`src/rtl/mc_control_fsm_pkg.sv`:
```
// rtl/mc_control_fsm_pkg.sv - ISA encodings, sequencer states and decode class shared by the control unit
package mc_control_fsm_pkg;

  localparam logic [3:0] OP_BNE   = 4'd0;
  localparam logic [3:0] OP_BEQ   = 4'd1;
  localparam logic [3:0] OP_BGZ   = 4'd2;
  localparam logic [3:0] OP_BLZ   = 4'd3;
  localparam logic [3:0] OP_ADI   = 4'd4;
  localparam logic [3:0] OP_ORI   = 4'd5;
  localparam logic [3:0] OP_LHI   = 4'd6;
  localparam logic [3:0] OP_LWD   = 4'd7;
  localparam logic [3:0] OP_SWD   = 4'd8;
  localparam logic [3:0] OP_JMP   = 4'd9;
  localparam logic [3:0] OP_JAL   = 4'd10;
  localparam logic [3:0] OP_RTYPE = 4'd15;

  localparam logic [5:0] FN_JPR = 6'd25;
  localparam logic [5:0] FN_JRL = 6'd26;
  localparam logic [5:0] FN_WWD = 6'd28;
  localparam logic [5:0] FN_HLT = 6'd29;

  localparam logic [3:0] ALU_ADD   = 4'd4;
  localparam logic [3:0] ALU_PASSA = 4'd14;
  localparam logic [3:0] ALU_RTYPE = 4'd15;

  localparam logic [1:0] PCS_PC1    = 2'd0;
  localparam logic [1:0] PCS_ALUOUT = 2'd1;
  localparam logic [1:0] PCS_JUMP   = 2'd2;
  localparam logic [1:0] PCS_REG    = 2'd3;

  localparam logic [1:0] ASB_REG = 2'd0;
  localparam logic [1:0] ASB_ONE = 2'd1;
  localparam logic [1:0] ASB_IMM = 2'd2;

  localparam logic [1:0] RD_RT = 2'd0;
  localparam logic [1:0] RD_RD = 2'd1;
  localparam logic [1:0] RD_R2 = 2'd2;

  typedef enum logic [3:0] {
    S_IF, S_ID, S_EX, S_MEMR, S_MEMW, S_WB, S_BR, S_WWD, S_JPR, S_LINK, S_LWB, S_HALT
  } state_t;

  typedef struct packed {
    logic alu_r;
    logic alu_i;
    logic load;
    logic store;
    logic branch;
    logic jmp;
    logic jal;
    logic jrl;
    logic jpr;
    logic wwd;
    logic hlt;
    logic illegal;
  } inst_class_t;

endpackage

```
`src/rtl/mc_control_fsm_if.sv`:
```
// rtl/mc_control_fsm_if.sv - control unit <-> datapath/memory signal bundle
interface mc_control_fsm_if #(parameter int CNT_W = 16);
  logic [15:0]      inst;
  logic             mem_ready;
  logic             PCWriteCond, PCWrite, IorD, MemRead, MemWrite, MemtoReg, IRWrite, ALUSrcA, RegWrite;
  logic [1:0]       PCSource, ALUSrcB, RegDst;
  logic [3:0]       ALUOp;
  logic [5:0]       func;
  logic             is_wwd;
  logic             halt;
  logic [CNT_W-1:0] num_inst;

  modport master (
    input  inst, mem_ready,
    output PCWriteCond, PCWrite, IorD, MemRead, MemWrite, MemtoReg, IRWrite, ALUSrcA, RegWrite,
    output PCSource, ALUSrcB, RegDst, ALUOp, func, is_wwd, halt, num_inst
  );

  modport slave (
    output inst, mem_ready,
    input  PCWriteCond, PCWrite, IorD, MemRead, MemWrite, MemtoReg, IRWrite, ALUSrcA, RegWrite,
    input  PCSource, ALUSrcB, RegDst, ALUOp, func, is_wwd, halt, num_inst
  );
endinterface

```
`src/rtl/mc_control_fsm_inst_class_decoder.sv`:
```
// rtl/mc_control_fsm_inst_class_decoder.sv - maps opcode/func to a one-hot instruction class
module inst_class_decoder
  import mc_control_fsm_pkg::*;
(
  input  logic [3:0]  opcode,
  input  logic [5:0]  fn,
  output inst_class_t cls
);

  always_comb begin
    cls = '0;
    case (opcode)
      OP_BNE, OP_BEQ, OP_BGZ, OP_BLZ: cls.branch = 1'b1;
      OP_ADI, OP_ORI, OP_LHI:         cls.alu_i  = 1'b1;
      OP_LWD:                         cls.load   = 1'b1;
      OP_SWD:                         cls.store  = 1'b1;
      OP_JMP:                         cls.jmp    = 1'b1;
      OP_JAL:                         cls.jal    = 1'b1;
      OP_RTYPE: begin
        if (fn < 6'd8)         cls.alu_r   = 1'b1;
        else if (fn == FN_JPR) cls.jpr     = 1'b1;
        else if (fn == FN_JRL) cls.jrl     = 1'b1;
        else if (fn == FN_WWD) cls.wwd     = 1'b1;
        else if (fn == FN_HLT) cls.hlt     = 1'b1;
        else                   cls.illegal = 1'b1;
      end
      default:                        cls.illegal = 1'b1;
    endcase
  end

endmodule

```
`src/rtl/mc_control_fsm.sv`:
```
// rtl/mc_control_fsm.sv - multi-cycle sequencer driving the 16-bit datapath controls
module mc_control_fsm
  import mc_control_fsm_pkg::*;
#(
  parameter int CNT_W = 16
) (
  input  logic               clk,
  input  logic               reset_n,
  mc_control_fsm_if.master   bus
);

  state_t           state, state_nx;
  inst_class_t      cls;
  logic             retire;
  logic [CNT_W-1:0] num_q;
  logic             halt_q;

  inst_class_decoder u_dec (
    .opcode (bus.inst[15:12]),
    .fn     (bus.inst[5:0]),
    .cls    (cls)
  );

  always_comb begin
    state_nx = state;
    retire   = 1'b0;
    case (state)
      S_IF:   if (bus.mem_ready) state_nx = S_ID;
      S_ID: begin
        if (cls.jmp || cls.illegal) begin
          state_nx = S_IF;
          retire   = 1'b1;
        end
        else if (cls.jal || cls.jrl)                          state_nx = S_LINK;
        else if (cls.branch)                                  state_nx = S_BR;
        else if (cls.alu_i || cls.alu_r || cls.load || cls.store) state_nx = S_EX;
        else if (cls.wwd)                                     state_nx = S_WWD;
        else if (cls.jpr)                                     state_nx = S_JPR;
        else if (cls.hlt) begin
          state_nx = S_HALT;
          retire   = 1'b1;
        end
        else begin
          state_nx = S_IF;
          retire   = 1'b1;
        end
      end
      S_EX:   state_nx = cls.load ? S_MEMR : (cls.store ? S_MEMW : S_WB);
      S_MEMR: if (bus.mem_ready) state_nx = S_WB;
      S_MEMW: if (bus.mem_ready) begin
        state_nx = S_IF;
        retire   = 1'b1;
      end
      S_LINK: state_nx = S_LWB;
      S_WB, S_BR, S_WWD, S_JPR, S_LWB: begin
        state_nx = S_IF;
        retire   = 1'b1;
      end
      default: state_nx = state;
    endcase
  end

  always_ff @(posedge clk or negedge reset_n) begin
    if (!reset_n) begin
      state  <= S_IF;
      num_q  <= '0;
      halt_q <= 1'b0;
    end else begin
      state <= state_nx;
      if (retire) num_q <= num_q + CNT_W'(1);
      if (state_nx == S_HALT) halt_q <= 1'b1;
    end
  end

  assign bus.num_inst = num_q;
  assign bus.halt     = halt_q;

  // Controls are decoded from state (plus mem_ready in fetch) and forced low while reset is held.
  always_comb begin
    bus.PCWriteCond = 1'b0;
    bus.PCWrite     = 1'b0;
    bus.IorD        = 1'b0;
    bus.MemRead     = 1'b0;
    bus.MemWrite    = 1'b0;
    bus.MemtoReg    = 1'b0;
    bus.IRWrite     = 1'b0;
    bus.ALUSrcA     = 1'b0;
    bus.RegWrite    = 1'b0;
    bus.PCSource    = PCS_PC1;
    bus.ALUSrcB     = ASB_REG;
    bus.RegDst      = RD_RT;
    bus.ALUOp       = 4'd0;
    bus.func        = 6'd0;
    bus.is_wwd      = 1'b0;
    if (reset_n) begin
      case (state)
        S_IF: begin
          bus.MemRead = 1'b1;
          if (bus.mem_ready) begin
            bus.IRWrite = 1'b1;
            bus.PCWrite = 1'b1;
            bus.ALUSrcB = ASB_ONE;
            bus.ALUOp   = ALU_ADD;
          end
        end
        S_ID: begin
          bus.ALUSrcB = ASB_IMM;
          bus.ALUOp   = ALU_ADD;
          if (cls.jmp) begin
            bus.PCWrite  = 1'b1;
            bus.PCSource = PCS_JUMP;
          end
        end
        S_BR: begin
          bus.ALUSrcA     = 1'b1;
          bus.ALUOp       = bus.inst[15:12];
          bus.PCWriteCond = 1'b1;
          bus.PCSource    = PCS_ALUOUT;
        end
        S_EX: begin
          bus.ALUSrcA = 1'b1;
          if (cls.alu_r) begin
            bus.ALUOp = ALU_RTYPE;
            bus.func  = bus.inst[5:0];
          end else begin
            bus.ALUSrcB = ASB_IMM;
            bus.ALUOp   = (cls.load || cls.store) ? ALU_ADD : bus.inst[15:12];
          end
        end
        S_MEMR: begin
          bus.IorD    = 1'b1;
          bus.MemRead = 1'b1;
        end
        S_MEMW: begin
          bus.IorD     = 1'b1;
          bus.MemWrite = 1'b1;
        end
        S_WB: begin
          bus.RegWrite = 1'b1;
          bus.RegDst   = cls.alu_r ? RD_RD : RD_RT;
          bus.MemtoReg = cls.load;
        end
        S_WWD: begin
          bus.ALUOp  = ALU_RTYPE;
          bus.func   = FN_WWD;
          bus.is_wwd = 1'b1;
        end
        S_JPR: begin
          bus.PCWrite  = 1'b1;
          bus.PCSource = PCS_REG;
        end
        S_LINK: bus.ALUOp = ALU_PASSA;
        S_LWB: begin
          bus.RegWrite = 1'b1;
          bus.RegDst   = RD_R2;
          bus.PCWrite  = 1'b1;
          bus.PCSource = cls.jrl ? PCS_REG : PCS_JUMP;
        end
        default: ;
      endcase
    end
  end

endmodule

```
`src/flat_wrapper.sv`:
```
// flat-port wrapper written by rule: the top's interface ports become plain ports
module mc_control_fsm_flat import mc_control_fsm_pkg::*;
#(
  parameter int CNT_W = 16
)
  (clk, reset_n, bus_inst, bus_mem_ready, bus_PCWriteCond, bus_PCWrite, bus_IorD, bus_MemRead, bus_MemWrite, bus_MemtoReg, bus_IRWrite, bus_ALUSrcA, bus_RegWrite, bus_PCSource, bus_ALUSrcB, bus_RegDst, bus_ALUOp, bus_func, bus_is_wwd, bus_halt, bus_num_inst);
  mc_control_fsm_if #(.CNT_W(CNT_W)) bus_i ();
  input  logic clk;
  input  logic reset_n;
  input wire logic [$bits(bus_i.inst)-1:0] bus_inst;
  input wire logic [$bits(bus_i.mem_ready)-1:0] bus_mem_ready;
  output wire logic [$bits(bus_i.PCWriteCond)-1:0] bus_PCWriteCond;
  output wire logic [$bits(bus_i.PCWrite)-1:0] bus_PCWrite;
  output wire logic [$bits(bus_i.IorD)-1:0] bus_IorD;
  output wire logic [$bits(bus_i.MemRead)-1:0] bus_MemRead;
  output wire logic [$bits(bus_i.MemWrite)-1:0] bus_MemWrite;
  output wire logic [$bits(bus_i.MemtoReg)-1:0] bus_MemtoReg;
  output wire logic [$bits(bus_i.IRWrite)-1:0] bus_IRWrite;
  output wire logic [$bits(bus_i.ALUSrcA)-1:0] bus_ALUSrcA;
  output wire logic [$bits(bus_i.RegWrite)-1:0] bus_RegWrite;
  output wire logic [$bits(bus_i.PCSource)-1:0] bus_PCSource;
  output wire logic [$bits(bus_i.ALUSrcB)-1:0] bus_ALUSrcB;
  output wire logic [$bits(bus_i.RegDst)-1:0] bus_RegDst;
  output wire logic [$bits(bus_i.ALUOp)-1:0] bus_ALUOp;
  output wire logic [$bits(bus_i.func)-1:0] bus_func;
  output wire logic [$bits(bus_i.is_wwd)-1:0] bus_is_wwd;
  output wire logic [$bits(bus_i.halt)-1:0] bus_halt;
  output wire logic [$bits(bus_i.num_inst)-1:0] bus_num_inst;
  assign bus_i.inst = bus_inst;
  assign bus_i.mem_ready = bus_mem_ready;
  assign bus_PCWriteCond = bus_i.PCWriteCond;
  assign bus_PCWrite = bus_i.PCWrite;
  assign bus_IorD = bus_i.IorD;
  assign bus_MemRead = bus_i.MemRead;
  assign bus_MemWrite = bus_i.MemWrite;
  assign bus_MemtoReg = bus_i.MemtoReg;
  assign bus_IRWrite = bus_i.IRWrite;
  assign bus_ALUSrcA = bus_i.ALUSrcA;
  assign bus_RegWrite = bus_i.RegWrite;
  assign bus_PCSource = bus_i.PCSource;
  assign bus_ALUSrcB = bus_i.ALUSrcB;
  assign bus_RegDst = bus_i.RegDst;
  assign bus_ALUOp = bus_i.ALUOp;
  assign bus_func = bus_i.func;
  assign bus_is_wwd = bus_i.is_wwd;
  assign bus_halt = bus_i.halt;
  assign bus_num_inst = bus_i.num_inst;
  mc_control_fsm #(.CNT_W(CNT_W)) u_core (.clk(clk), .reset_n(reset_n), .bus(bus_i));
endmodule
```
`config.mk`:
```
export PLATFORM = sky130hd
export DESIGN_NAME = mc_control_fsm_flat
export DESIGN_NICKNAME = d
export VERILOG_FILES = /design/src/rtl/mc_control_fsm_pkg.sv /design/src/rtl/mc_control_fsm_if.sv /design/src/rtl/mc_control_fsm_inst_class_decoder.sv /design/src/rtl/mc_control_fsm.sv /design/src/flat_wrapper.sv
export SDC_FILE = /design/constraint.sdc
export NUM_CORES = 1
export LEC_CHECK = 0
export CAP_MARGIN = 20
export CORE_ASPECT_RATIO = 1.25
export CORE_MARGIN = 5
export CORE_UTILIZATION = 40
export DETAILED_ROUTE_END_ITERATION = 6
export PLACE_DENSITY_LB_ADDON = 0.1
export SYNTH_ARGS = -nofsm -noshare
export SYNTH_HDL_FRONTEND = slang
export SYNTH_HIERARCHICAL = 1
export SYNTH_SLANG_ARGS = --single-unit
export TNS_END_PERCENT = 10
```
`constraint.sdc`:
```
create_clock -name clk -period 2.2 [get_ports clk]
set_input_delay 0.22 -clock clk [delete_from_list [all_inputs] [get_ports clk]]
set_output_delay 0.22 -clock clk [all_outputs]
set_load 0.005 [all_outputs]
```
======== Word-level counts from Yosys, hierarchy flattened ========
Cells that the tools add are included.
word-level totals
  register bits ........................... 21
  word-level logic and storage cells ...... 129
cells by class
  multiplexer cells ....................... 81
  reduce and logical (&&, ||, !) cells .... 17
  add/subtract/negate cells ............... 1
  equality and inequality tests ........... 26
  $lt $le $gt $ge ......................... 1
operator list
  operator                                                                count
  4-bit 2-to-1 mux                                                        15
  1-bit 2-to-1 mux                                                        45
  4-bit by 3-bit equality test with 1-bit output (second input constant)  8
  4-bit equality test (second input constant)                             8
  4-bit one-hot mux with 7 select lines                                   1
  6-bit by 5-bit equality test with 1-bit output (second input constant)  4
  4-bit one-hot mux with 6 select lines                                   1
  16-bit by 1-bit adder with 16-bit output (second input constant)        1
  4-bit by 2-bit equality test with 1-bit output (second input constant)  4
  2-bit 2-to-1 mux                                                        6
  6-bit 2-to-1 mux                                                        2
  6-bit one-hot mux with 2 select lines                                   1
  11-bit OR reduction                                                     1
  2-bit OR reduction                                                      5
  3-bit 2-to-1 mux                                                        3
  4-bit by 1-bit equality test with 1-bit output (second input constant)  2
  4-bit zero test                                                         2
  2-bit one-hot mux with 4 select lines                                   1
  1-bit logical OR                                                        6
  6-bit by 4-bit < comparator with 1-bit output (second input constant)   1
  1-bit one-hot mux with 3 select lines                                   2
  2-bit one-hot mux with 3 select lines                                   1
  5-bit 2-to-1 mux                                                        1
  5-bit OR reduction                                                      1
  4 further kinds                                                         4

======== Longest topological paths before layout ========
Gate-level depths: netlist (run 1).
  depth after elaboration ................. 16
  mapped depth ............................ 9
  depth with buffers taken out ............ 8

======== Cells and area by module ========
Netlist (run 1), hierarchy kept.
modules (own cells, without submodules)
  module              seq. area each (µm²)  area an instance (µm²)  cells an instance  instances
  mc_control_fsm      525.5                 1566.5                  187                1
  inst_class_decoder  0.0                   188.9                   26                 1

======== Worst setup path after synthesis (run 1) ========
Ideal clock, no wire load.
  path kind ............................... input to register
  start point ............................. in bus_inst[5]
  end point ............................... reg u_core.num_q[3] (netlist: u_core/bus.num_inst[3])
  stages on the path ...................... 9
  required time ........................... 2.120 ns
  buffers on the path ..................... 1
  setup slack ............................. 0.160 ns
  library setup time ...................... 0.080 ns
  arrival ................................. 1.960 ns
  cell sequence ........................... and4b_4 > nand2_4 > nor4_1 > nor4_1 > a311oi_1 > o221ai_2 > buf_6 > nand3_1 > xnor2_1
RTL lines
  what                  line                  source
  start, declared       flat_wrapper.sv:10    input wire logic [$bits(bus_i.inst)-1:0] bus_inst;
  end signal, assigned  mc_control_fsm.sv:70  if (retire) num_q <= num_q + CNT_W'(1);
  end, declared         mc_control_fsm.sv:15  logic [CNT_W-1:0] num_q;

==> reports/results.txt, run 1 <==
Slew headroom = 76.4%
RSZ-0062 raised after global routing = yes
Clock sink total = 21
Number of remaining DRC errors = 0
CP Class = primary input to flip-flop
Root Driver = clkbuf_8
Grt ovf = 0
Global-route wire length before repair = 9.42 mm
Syn Nets = 233
FF-to-FF End = u_core/bus.halt
Worst slew pin tran = 0.355 ns
Max_cap viols = 0
Initial Util = 40.6%
CP Data Required Time = 2.38 ns
Cell count after synthesis = 213
Clock share of power = 11.3%
R2r startpoint = u_core/state[2]
Startpoint types = primary input
Bufs on Longest Clock Path = 2
Die Area = 0.00582 sq mm
Overall routing resource usage = 19.0%
Max Fclk = 0.464 GHz
Seq pwr share = 27.1%
Max Transition Viols Final = 0
Die height = 84.1 microns
Max Clock Skew = 0.00474 ns
Row count = 27
Iteration count of the initial detailed-routing pass = 4
R2R cell count = 6
CTS tree = built
CTS HTree Levels = 1
Status = finished, final reports clean
EDFF count, synth = 0
Avg Inst Size Synth = 8.24 sq um
Final hold vios = 0
Num CTS Buffers = 3
#FFs+latches synth = 21
Core Region = 0.00432 sq mm
Final min period = 2.16 ns
WL per Instance = 15.3 microns
Synth async-reset ratio = 100%
Critical path peak fanout = 8
# setup viols final = 0
Leak pwr = 0.00131 uW
I/O Pins = 62
Sequential cell area fraction in the yosys report = 29.9%
Drt total wl = 5.60 mm
Pin count of the biggest net entering global routing = 12
Final GP Congestion = 0.866
Post-Syn Area = 0.00176 sq mm
Initial antenna violation count = 0
IO Port Bufs = 55
Clock slew at reported path FFs = 0.07 ns
Worst-Skew Late Latency = 0.25 ns
Antenna Cells = 0
Vias/cell = 5.36
Worst VDD drop = 0.811 mV
Ys Warns = 6
Die width = 69.3 microns
Post-DP HPWL = 4.24 mm
Vias in the first global route = 2012
Sw Pwr = 864 uW
Drt initial violations = 112
Vias = 1963
Worst Setup End Kind = flip-flop
Layout cells sized above 1 = 30.8%
Top FF cell, synth = dfrtp_1
Nets = 329
Int Pwr = 1280 uW
Post-route ant nets = 0
Combinational share of power = 61.6%
HP Class = primary input to asynchronous set/reset pin
Final core utilization = 66.7%
Total negative slack = 0 ns
Period utilisation layout = 98.0%
PD cells = 744 mW/mm^2
Sw Share = 40.3%
P&R area growth vs syn = 64.2%
R2R Setup Slk = 0.10 ns
Hold Buf Count CTS = 0
Worst Path Arrival = 2.34 ns
Post-synthesis cell type count = 49
metal layers:
layer	wire [microns]	GRT usage, %	vias up
li1	-	-	969
met4	18	5.15	0
met3	232	1.81	4
met5	0	0	-
met2	2940	34.3	62
met1	2410	23.7	928
registers in the layout, indices dropped and copies added (netlist names):
name,flops
u_core/bus.halt,1
u_core/bus.num_inst,16
u_core/state,4
final cells by class:
| class | count | area (sq um) |
|---|---|---|
| Multi-Input combinational cell | 174 | 1320 |
| Timing Repair Buffer | 101 | 886 |
| Fill cell | 402 | 1440 |
| Tap cell | 58 | 72.6 |
| Inverter | 8 | 30.0 |
| Sequential cell | 21 | 531 |
| Clock buffer | 4 | 45.0 |
worst max path at each step:
stage                startpoint                       to
finish              bus_inst[3]   u_core/bus.num_inst[9]
global route        bus_inst[3]  u_core/bus.num_inst[12]
CTS                 bus_inst[3]              bus_func[1]
detailed placement  bus_inst[5]          bus_PCSource[0]
global placement    bus_inst[5]          bus_PCSource[0]
floorplan           bus_inst[5]   u_core/bus.num_inst[3]
stage by stage:
step	setup slack (ns)	total power [uW]	cells	hold slack [ns]	cell area [sq um]
detailed placement	-0.422	1800	357	0.468	2630
CTS	-0.0330	2060	364	0.391	2750
floorplan	0.160	1220	213	-0.0756	1760
global route	-0.0404	2310	366	0.423	2880
finish	0.0431	2150	366	0.396	2880
global placement	-0.405	1790	357	0.462	2630
critical path: stages:
cell,delay [ns]
clkdlybuf4s50_1,0.49
buf_4,0.14
nand2_2,0.09
nor2_1,0.14
nor4b_4,0.26
nor3_2,0.07
a311oi_2,0.30
o221ai_2,0.21
buf_6,0.19
nand4_1,0.10
xnor2_1,0.13
cell families (layout without fill, tap and decap cells):
family          after synthesis  count (layout)  share of synthesized area (%)
simple gates                114             114                           39.5
buf+inv                      18             113                           4.78
compound gates               43              43                           17.0
xor+xnor                     15              15                           7.48
fa+ha+maj                     1               1                          0.713
flops                        21              21                           29.9
mux                           1               1                          0.641
placed cells by master, fill, tap and decap left out, types with 7 or more instances in the layout:
master and n:
nor2_1 14, nand2_1 12, a21oi_1 8, dfrtp_1 17, clkdlybuf4s50_1 32, buf_4 43, xnor2_1 14, inv_1 7
and3_1 9, dlygate4sd2_1 12, nand4_1 7, and2_1 9
what timing repair did:
item / in CTS / in global routing
setup endpoints to repair: 34 / 31
pin swaps: 10 / 12
setup buffers: 3 / 3
gates resized for setup: 45 / 37
cells in the mapped netlist (3+ instances only):
cell type  instances  area, sq um
o211ai_1           6         45.0
nor2b_1            5         31.3
o21ai_0            6         30.0
nor2_1            20         75.1
and3_1             9         56.3
and2_1             9         56.3
nand3_1            7         35.0
clkbuf_1           5         18.8
dfrtp_1           21          526
nand2_1           14         52.6
nand2b_1           6         37.5
a31oi_1            3         18.8
nor3_1            10         50.1
xnor2_1           14          123
a21o_1             6         45.0
nand4_1            7         43.8
nor4_1             4         25.0
inv_1              8         30.0
a21oi_1           10         50.1
and4_1             4         35.0
power groups by stage:
stage	Clock, uW	Sequential [uW]	Combinational (uW)
floorplan	0	539	679
global placement	0	594	1200
detailed placement	0	594	1210
CTS	250	593	1220
global route	273	594	1450
finish	243	581	1320
No activity file was read; power rests on OpenSTA's default activity.
==> run 2, diff against run 1 <==
- CTS_CLUSTER_DIAMETER: not set -> 150
- clock period: 2.2 -> 1.82 ns (I/O delays scaled with it)
==> reports/results.txt, run 2 (synthesis results as in run 1) <==
Max Transition Viols Final = 0 (unchanged)
Nets = 369 (was 329)
Hold Buf Count CTS = 0 (unchanged)
Bufs on Longest Clock Path = 2 (unchanged)
WL per Instance = 15.7 microns (was 15.3 microns)
Startpoint types = flip-flop (was primary input)
FF-to-FF End = u_core/bus.halt (unchanged)
R2R Setup Slk = -0.17 ns (was 0.10 ns)
Worst slew pin tran = 0.507 ns (was 0.355 ns)
Worst Setup End Kind = output port (was flip-flop)
Slew headroom = 65.9% (was 76.4%)
CP Data Required Time = 1.64 ns (was 2.38 ns)
Clock sink total = 21 (unchanged)
Final hold vios = 0 (unchanged)
Leak pwr = 0.00161 uW (was 0.00131 uW)
Drt total wl = 6.37 mm (was 5.60 mm)
Most common cell after layout, fill and taps aside = buf_4 (unchanged)
Drt initial violations = 137 (was 112)
Highest-delay cell along the critical path = clkdlybuf4s50_1 (unchanged)
Layout cells sized above 1 = 48.0% (was 30.8%)
Worst-Skew Late Latency = 0.26 ns (was 0.25 ns)
Max Clock Skew = 0.00536 ns (was 0.00474 ns)
R2R cell count = 6 (unchanged)
Initial Util = 40.6% (unchanged)
Vias in the first global route = 2246 (was 2012)
Root Driver = clkbuf_8 (unchanged)
Initial antenna violation count = 0 (unchanged)
Fill cells = 361 (was 402)
CP Class = flip-flop to output port (was primary input to flip-flop)
CP peak stage delay = 0.49 ns (about the same)
Final core utilization = 77.0% (was 66.7%)
Vias/cell = 5.33 (was 5.36)
Worst VDD drop = 0.871 mV (was 0.811 mV)
Iteration count of the initial detailed-routing pass = 4 (unchanged)
Number of remaining DRC errors = 0 (unchanged)
Overall routing resource usage = 21.3% (was 19.0%)
Row count = 27 (unchanged)
CTS HTree Levels = 1 (unchanged)
I/O Pins = 62 (unchanged)
Pin count of the biggest net entering global routing = 14 (was 12)
Status = finished with violations (was finished, final reports clean)
# setup viols final = 32 (was 0)
Period utilisation layout = 111%
Post-DP HPWL = 4.51 mm (was 4.24 mm)
Vias = 2162 (was 1963)
Core Region = 0.00432 sq mm (unchanged)
RSZ-0062 raised after global routing = yes (unchanged)
R2r startpoint = u_core/state[2] (unchanged)
CP Cell Sequence = buf_4 -> nand2_1 -> nor2_2 -> buf_4 -> clkdlybuf4s50_1 (was clkdlybuf4s50_1 -> buf_4 -> nand2_2 -> nor2_1 -> nor4b_4 -> nor3_2 -> a311oi_2 -> o221ai_2 -> buf_6 -> nand4_1 -> xnor2_1)
IO Port Bufs = 55 (unchanged)
P&R area growth vs syn = 89.7% (was 64.2%)
Design area = 0.00333 sq mm (was 0.00288 sq mm)
Clock slew at reported path FFs = 0.07 ns (about the same)
Delay-heaviest family, CP = buffers and inverters (unchanged)
Setup ws final = -0.206 ns (was 0.0431 ns)
Max Fclk = 0.493 GHz
Antenna Cells = 0 (unchanged)
Num CTS Buffers = 3 (unchanged)
Area after DPL = 0.00287 sq mm (was 0.00263 sq mm)
Max reg flops = 16 (unchanged)
Final GP Congestion = 0.869 (was 0.866)
Failing checks = setup timing
CTS tree = built (unchanged)
Worst Path Arrival = 1.84 ns (was 2.34 ns)
Max_cap viols = 0 (unchanged)
Final min period = 2.03 ns
Grt ovf = 0 (unchanged)
Buffers & Inverters on Critical Path = 3 (unchanged)
Die width = 69.3 microns (unchanged)
Global-route wire length before repair = 10.4 mm (was 9.42 mm)
CP most frequent cell = buf_4
Most frequent cells in the layout = 74 x buf_4, 20 x clkdlybuf4s50_1, 18 x dfrtp_1, 15 x dlygate4sd2_1, 12 x buf_6 (was 43 x buf_4, 32 x clkdlybuf4s50_1, 17 x dfrtp_1, 14 x nor2_1, 14 x xnor2_1)
PD cells = 933 mW/mm^2 (was 744 mW/mm^2)
Die height = 84.1 microns (unchanged)
Die Area = 0.00582 sq mm (unchanged)
Critical path peak fanout = 8 (unchanged)
Post-route ant nets = 0 (unchanged)
HP Class = primary input to asynchronous set/reset pin (unchanged)
==> run 2: changes by cell type in the layout (fill, tap and decap cells not counted), sizes merged <==
cell,change
clkbuf,+3
clkdlybuf4s50,-12
clkdlybuf4s15,-1
buf,+47
dlygate4sd2,+3
==> run 2: per-stage QoR <==
step / instances / worst slack [ns] / hold WS (ns) / total power (uW) / TNS [ns]
2_1_floorplan: 213 / -0.0461 / -0.114 / 1480 / -0.438
3_5_place_dp: 382 / -0.762 / 0.472 / 2350 / -22.82
4_1_cts: 401 / -0.266 / 0.0679 / 2950 / -4.94
6_report: 406 / -0.206 / 0.0518 / 3110 / -4.08
3_3_place_gp: 382 / -0.712 / 0.464 / 2330 / -21.88
5_1_grt: 406 / -0.305 / 0.0811 / 3310 / -7.36
==> run 2: final cells by class <==
| class | instances | area, sq um | area share [%] |
|---|---|---|---|
| multi-input cells | 174 | 1450 | 43.6 |
| repair buffers | 141 | 1200 | 36.1 |
| flip-flops and latches | 21 | 529 | 15.9 |
| well taps | 58 | 72.6 | 2.18 |
| clock buffers | 4 | 45.0 | 1.35 |
| inverters | 8 | 30.0 | 0.902 |
==> run 2: how the worst max path moves through the flow <==
| stage | from | end | depth (start not counted) |
|---|---|---|---|
| 5_1_grt | u_core/state[2] | u_core/bus.halt | 6 |
| 4_1_cts | u_core/state[0] | bus_RegWrite | 7 |
| 2_1_floorplan | bus_inst[5] | u_core/bus.num_inst[3] | 9 |
| 3_3_place_gp | bus_inst[5] | u_core/bus.num_inst[1] | 10 |
| 3_5_place_dp | bus_inst[12] | bus_ALUOp[2] | 10 |
| 6_report | u_core/state[0] | bus_is_wwd | 5 |
==> run 2: power breakdown <==
part / total [uW] / internal [uW] / switching (uW) / leakage [uW]
combinational: 2090 / 1130 / 959 / 0.00131
sequential: 713 / 564 / 150 / 0.000271
clock: 303 / 156 / 147 / 0.0000228
total: 3110 / 1850 / 1260 / 0.00161
==> run 2: per-layer routing <==
layer  wire [microns]  share of wire, %  GRT usage, %
met5                0                 0             0
met4              160               2.5          7.82
met3              174               2.7          1.69
met2             3370                53          38.0
met1             2670                42          26.5
==> run 2: worst register-to-register path, cell delays in order, from the launching register on <==
cell      delay (ns)
dfrtp_2         0.46
buf_4           0.15
or4b_4          0.52
nor3_4          0.14
o211ai_1        0.12
a21o_1          0.20
o41ai_2         0.31
==> run 2: timing repair <==
item	4_1_cts	5_1_grt
buffers inserted	15	5
cloned	1	0
pin swaps	23	15
setup endpoints to repair	47	42
gates resized for setup	115	36
==> run 3, diff against run 2 <==
- CORE_MARGIN: 5 -> 3
- SKIP_LAST_GASP: not set -> 1
==> reports/results.txt, run 3 (synthesis results as in run 1) <==
Status = finished with violations (unchanged)
Failing checks = setup timing (unchanged)
Leak pwr = 0.00150 uW (was 0.00161 uW)
CP peak stage delay = 0.53 ns (was 0.49 ns)
Die width = 65.3 microns (was 69.3 microns)
Period utilisation layout = 114% (was 111%)
Slew headroom = 69.0% (was 65.9%)
Worst Setup End Kind = output port (unchanged)
Vias/cell = 5.49 (was 5.33)
Core Region = 0.00416 sq mm (was 0.00432 sq mm)
Worst-Skew Late Latency = 0.26 ns (about the same)
Vias in the first global route = 2134 (was 2246)
Num CTS Buffers = 3 (unchanged)
Nets = 358 (was 369)
PD cells = 908 mW/mm^2 (was 933 mW/mm^2)
Multi-input gate area = 0.00132 sq mm (was 0.00145 sq mm)
Clock sink total = 21 (unchanged)
Max_cap viols = 0 (unchanged)
Critical path peak fanout = 7 (was 8)
Grt ovf = 0 (unchanged)
Delay-heaviest family, CP = buffers and inverters (unchanged)
Initial antenna violation count = 0 (unchanged)
Max Transition Viols Final = 0 (unchanged)
Register area = 527 sq um (was 529 sq um)
CP Cell Sequence = buf_4 -> nor2b_1 -> nor2_1 -> nor3_2 -> clkdlybuf4s50_1 (was buf_4 -> nand2_1 -> nor2_2 -> buf_4 -> clkdlybuf4s50_1)
Post-route ant nets = 0 (unchanged)
Buffers & Inverters on Critical Path = 2 (was 3)
RSZ-0062 raised after global routing = yes (unchanged)
I/O Pins = 62 (unchanged)
IO Port Bufs = 55 (unchanged)
Die height = 80.1 microns (was 84.1 microns)
P&R area growth vs syn = 76.7% (was 89.7%)
Overall routing resource usage = 23.1% (was 21.3%)
CP Data Required Time = 1.64 ns (about the same)
CTS tree = built (unchanged)
Startpoint types = flip-flop (unchanged)
Drt initial violations = 144 (was 137)
Row count = 26 (was 27)
CP Class = flip-flop to output port (unchanged)
Clock slew at reported path FFs = 0.07 ns (about the same)
Layout cells sized above 1 = 36.5% (was 48.0%)
# setup viols final = 44 (was 32)
Setup ws final = -0.261 ns (was -0.206 ns)
Antenna Cells = 0 (unchanged)
Global-route wire length before repair = 9.71 mm (was 10.4 mm)
Hold Buf Count CTS = 0 (unchanged)
Number of remaining DRC errors = 0 (unchanged)
Final min period = 2.08 ns (was 2.03 ns)
Max Fclk = 0.481 GHz (was 0.493 GHz)
Initial Util = 42.2% (was 40.6%)
Drt total wl = 6.00 mm (was 6.37 mm)
Iteration count of the initial detailed-routing pass = 4 (unchanged)
WL per Instance = 15.3 microns (was 15.7 microns)
Max reg flops = 16 (unchanged)
Final hold vios = 0 (unchanged)
Placed cell count = 374 (was 382)
Worst VDD drop = 0.893 mV (was 0.871 mV)
Worst slew pin tran = 0.460 ns (was 0.507 ns)
Root Driver = clkbuf_8 (unchanged)
Max Clock Skew = 0.00255 ns (was 0.00536 ns)
Die Area = 0.00522 sq mm (was 0.00582 sq mm)
Design area = 0.00310 sq mm (was 0.00333 sq mm)
Most common cell after layout, fill and taps aside = buf_4 (unchanged)
Fill cells = 352 (was 361)
Finished Layout Cells = 393 (was 406)
Final GP Congestion = 0.885 (was 0.869)
Bufs on Longest Clock Path = 2 (unchanged)
Most frequent cells in the layout = 67 x buf_4, 29 x clkdlybuf4s50_1, 20 x dfrtp_1, 15 x dlygate4sd2_1 (was 74 x buf_4, 20 x clkdlybuf4s50_1, 18 x dfrtp_1, 15 x dlygate4sd2_1, 12 x buf_6)
Worst Path Arrival = 1.90 ns (was 1.84 ns)
HP Class = primary input to asynchronous set/reset pin (unchanged)
CTS HTree Levels = 1 (unchanged)
Min Hold Slack = 0.278 ns (was 0.0518 ns)
Post-DP HPWL = 4.33 mm (was 4.51 mm)
Area after DPL = 0.00281 sq mm (was 0.00287 sq mm)
Pin count of the biggest net entering global routing = 12 (was 14)
Highest-delay cell along the critical path = clkdlybuf4s50_1 (unchanged)
Vias = 2159 (was 2162)
run 3: cell count changes in the layout (fill, tap and decap cells not counted), moves of 4 or more:
cell and delta:
clkdlybuf4s50_1 +9, buf_4 -7, nand3_1 +7, nand3_2 -5
clkbuf_2 -4, nand2_1 +4, nor2_1 +4
run 3: stage by stage:
stage	setup slack (ns)	setup TNS, ns	util (%)	power (uW)
3_3_place_gp	-0.721	-21.43	67.4	2310
2_1_floorplan	-0.0461	-0.438	-	1480
4_1_cts	-0.255	-6.50	72.5	2720
6_report	-0.261	-5.85	74.5	2820
3_5_place_dp	-0.761	-22.68	67.4	2340
5_1_grt	-0.374	-9.60	74.5	2990
run 3: layout make-up:
type / count / share of cell area, %
multi-input cells: 174 / 42.5
well taps: 56 / 2.26
flip-flops and latches: 21 / 17.0
inverters: 8 / 0.968
clock buffers: 4 / 1.45
repair buffers: 130 / 35.8
run 3: routing by layer:
metal	routed length, microns	share of wire, %	global-route usage (%)
met1	2490	42	28.1
met5	0	0	0
met4	155	2.6	8.92
met2	3120	52	41.3
met3	229	3.8	2.24
run 3: where the power goes:
part           internal, uW  switching, uW
Sequential              562            133
Combinational           969            850
Clock                   156            146
run 3: worst paths after layout:
| path | cells past startpoint | slack [ns] | end | start |
|---|---|---|---|---|
| worst min register to register | 1 | 0.49 | u_core/bus.num_inst[11] | u_core/bus.num_inst[11] |
| worst max register to register | 7 | -0.26 | u_core/bus.halt | u_core/state[1] |
| min in group clk | 1 | 0.49 | u_core/bus.num_inst[11] | u_core/bus.num_inst[11] |
| worst min-delay path | 2 | 0.28 | u_core/bus.halt | reset_n |
| max in group asynchronous | 3 | 1.28 | u_core/state[2] | reset_n |
| worst max-delay path | 5 | -0.26 | bus_PCSource[1] | u_core/state[3] |
run 3: repair_timing:
item,4_1_cts,5_1_grt
pin swaps,22,15
buffers inserted,12,5
resized for setup,73,13
endpoints found under the setup margin,47,47
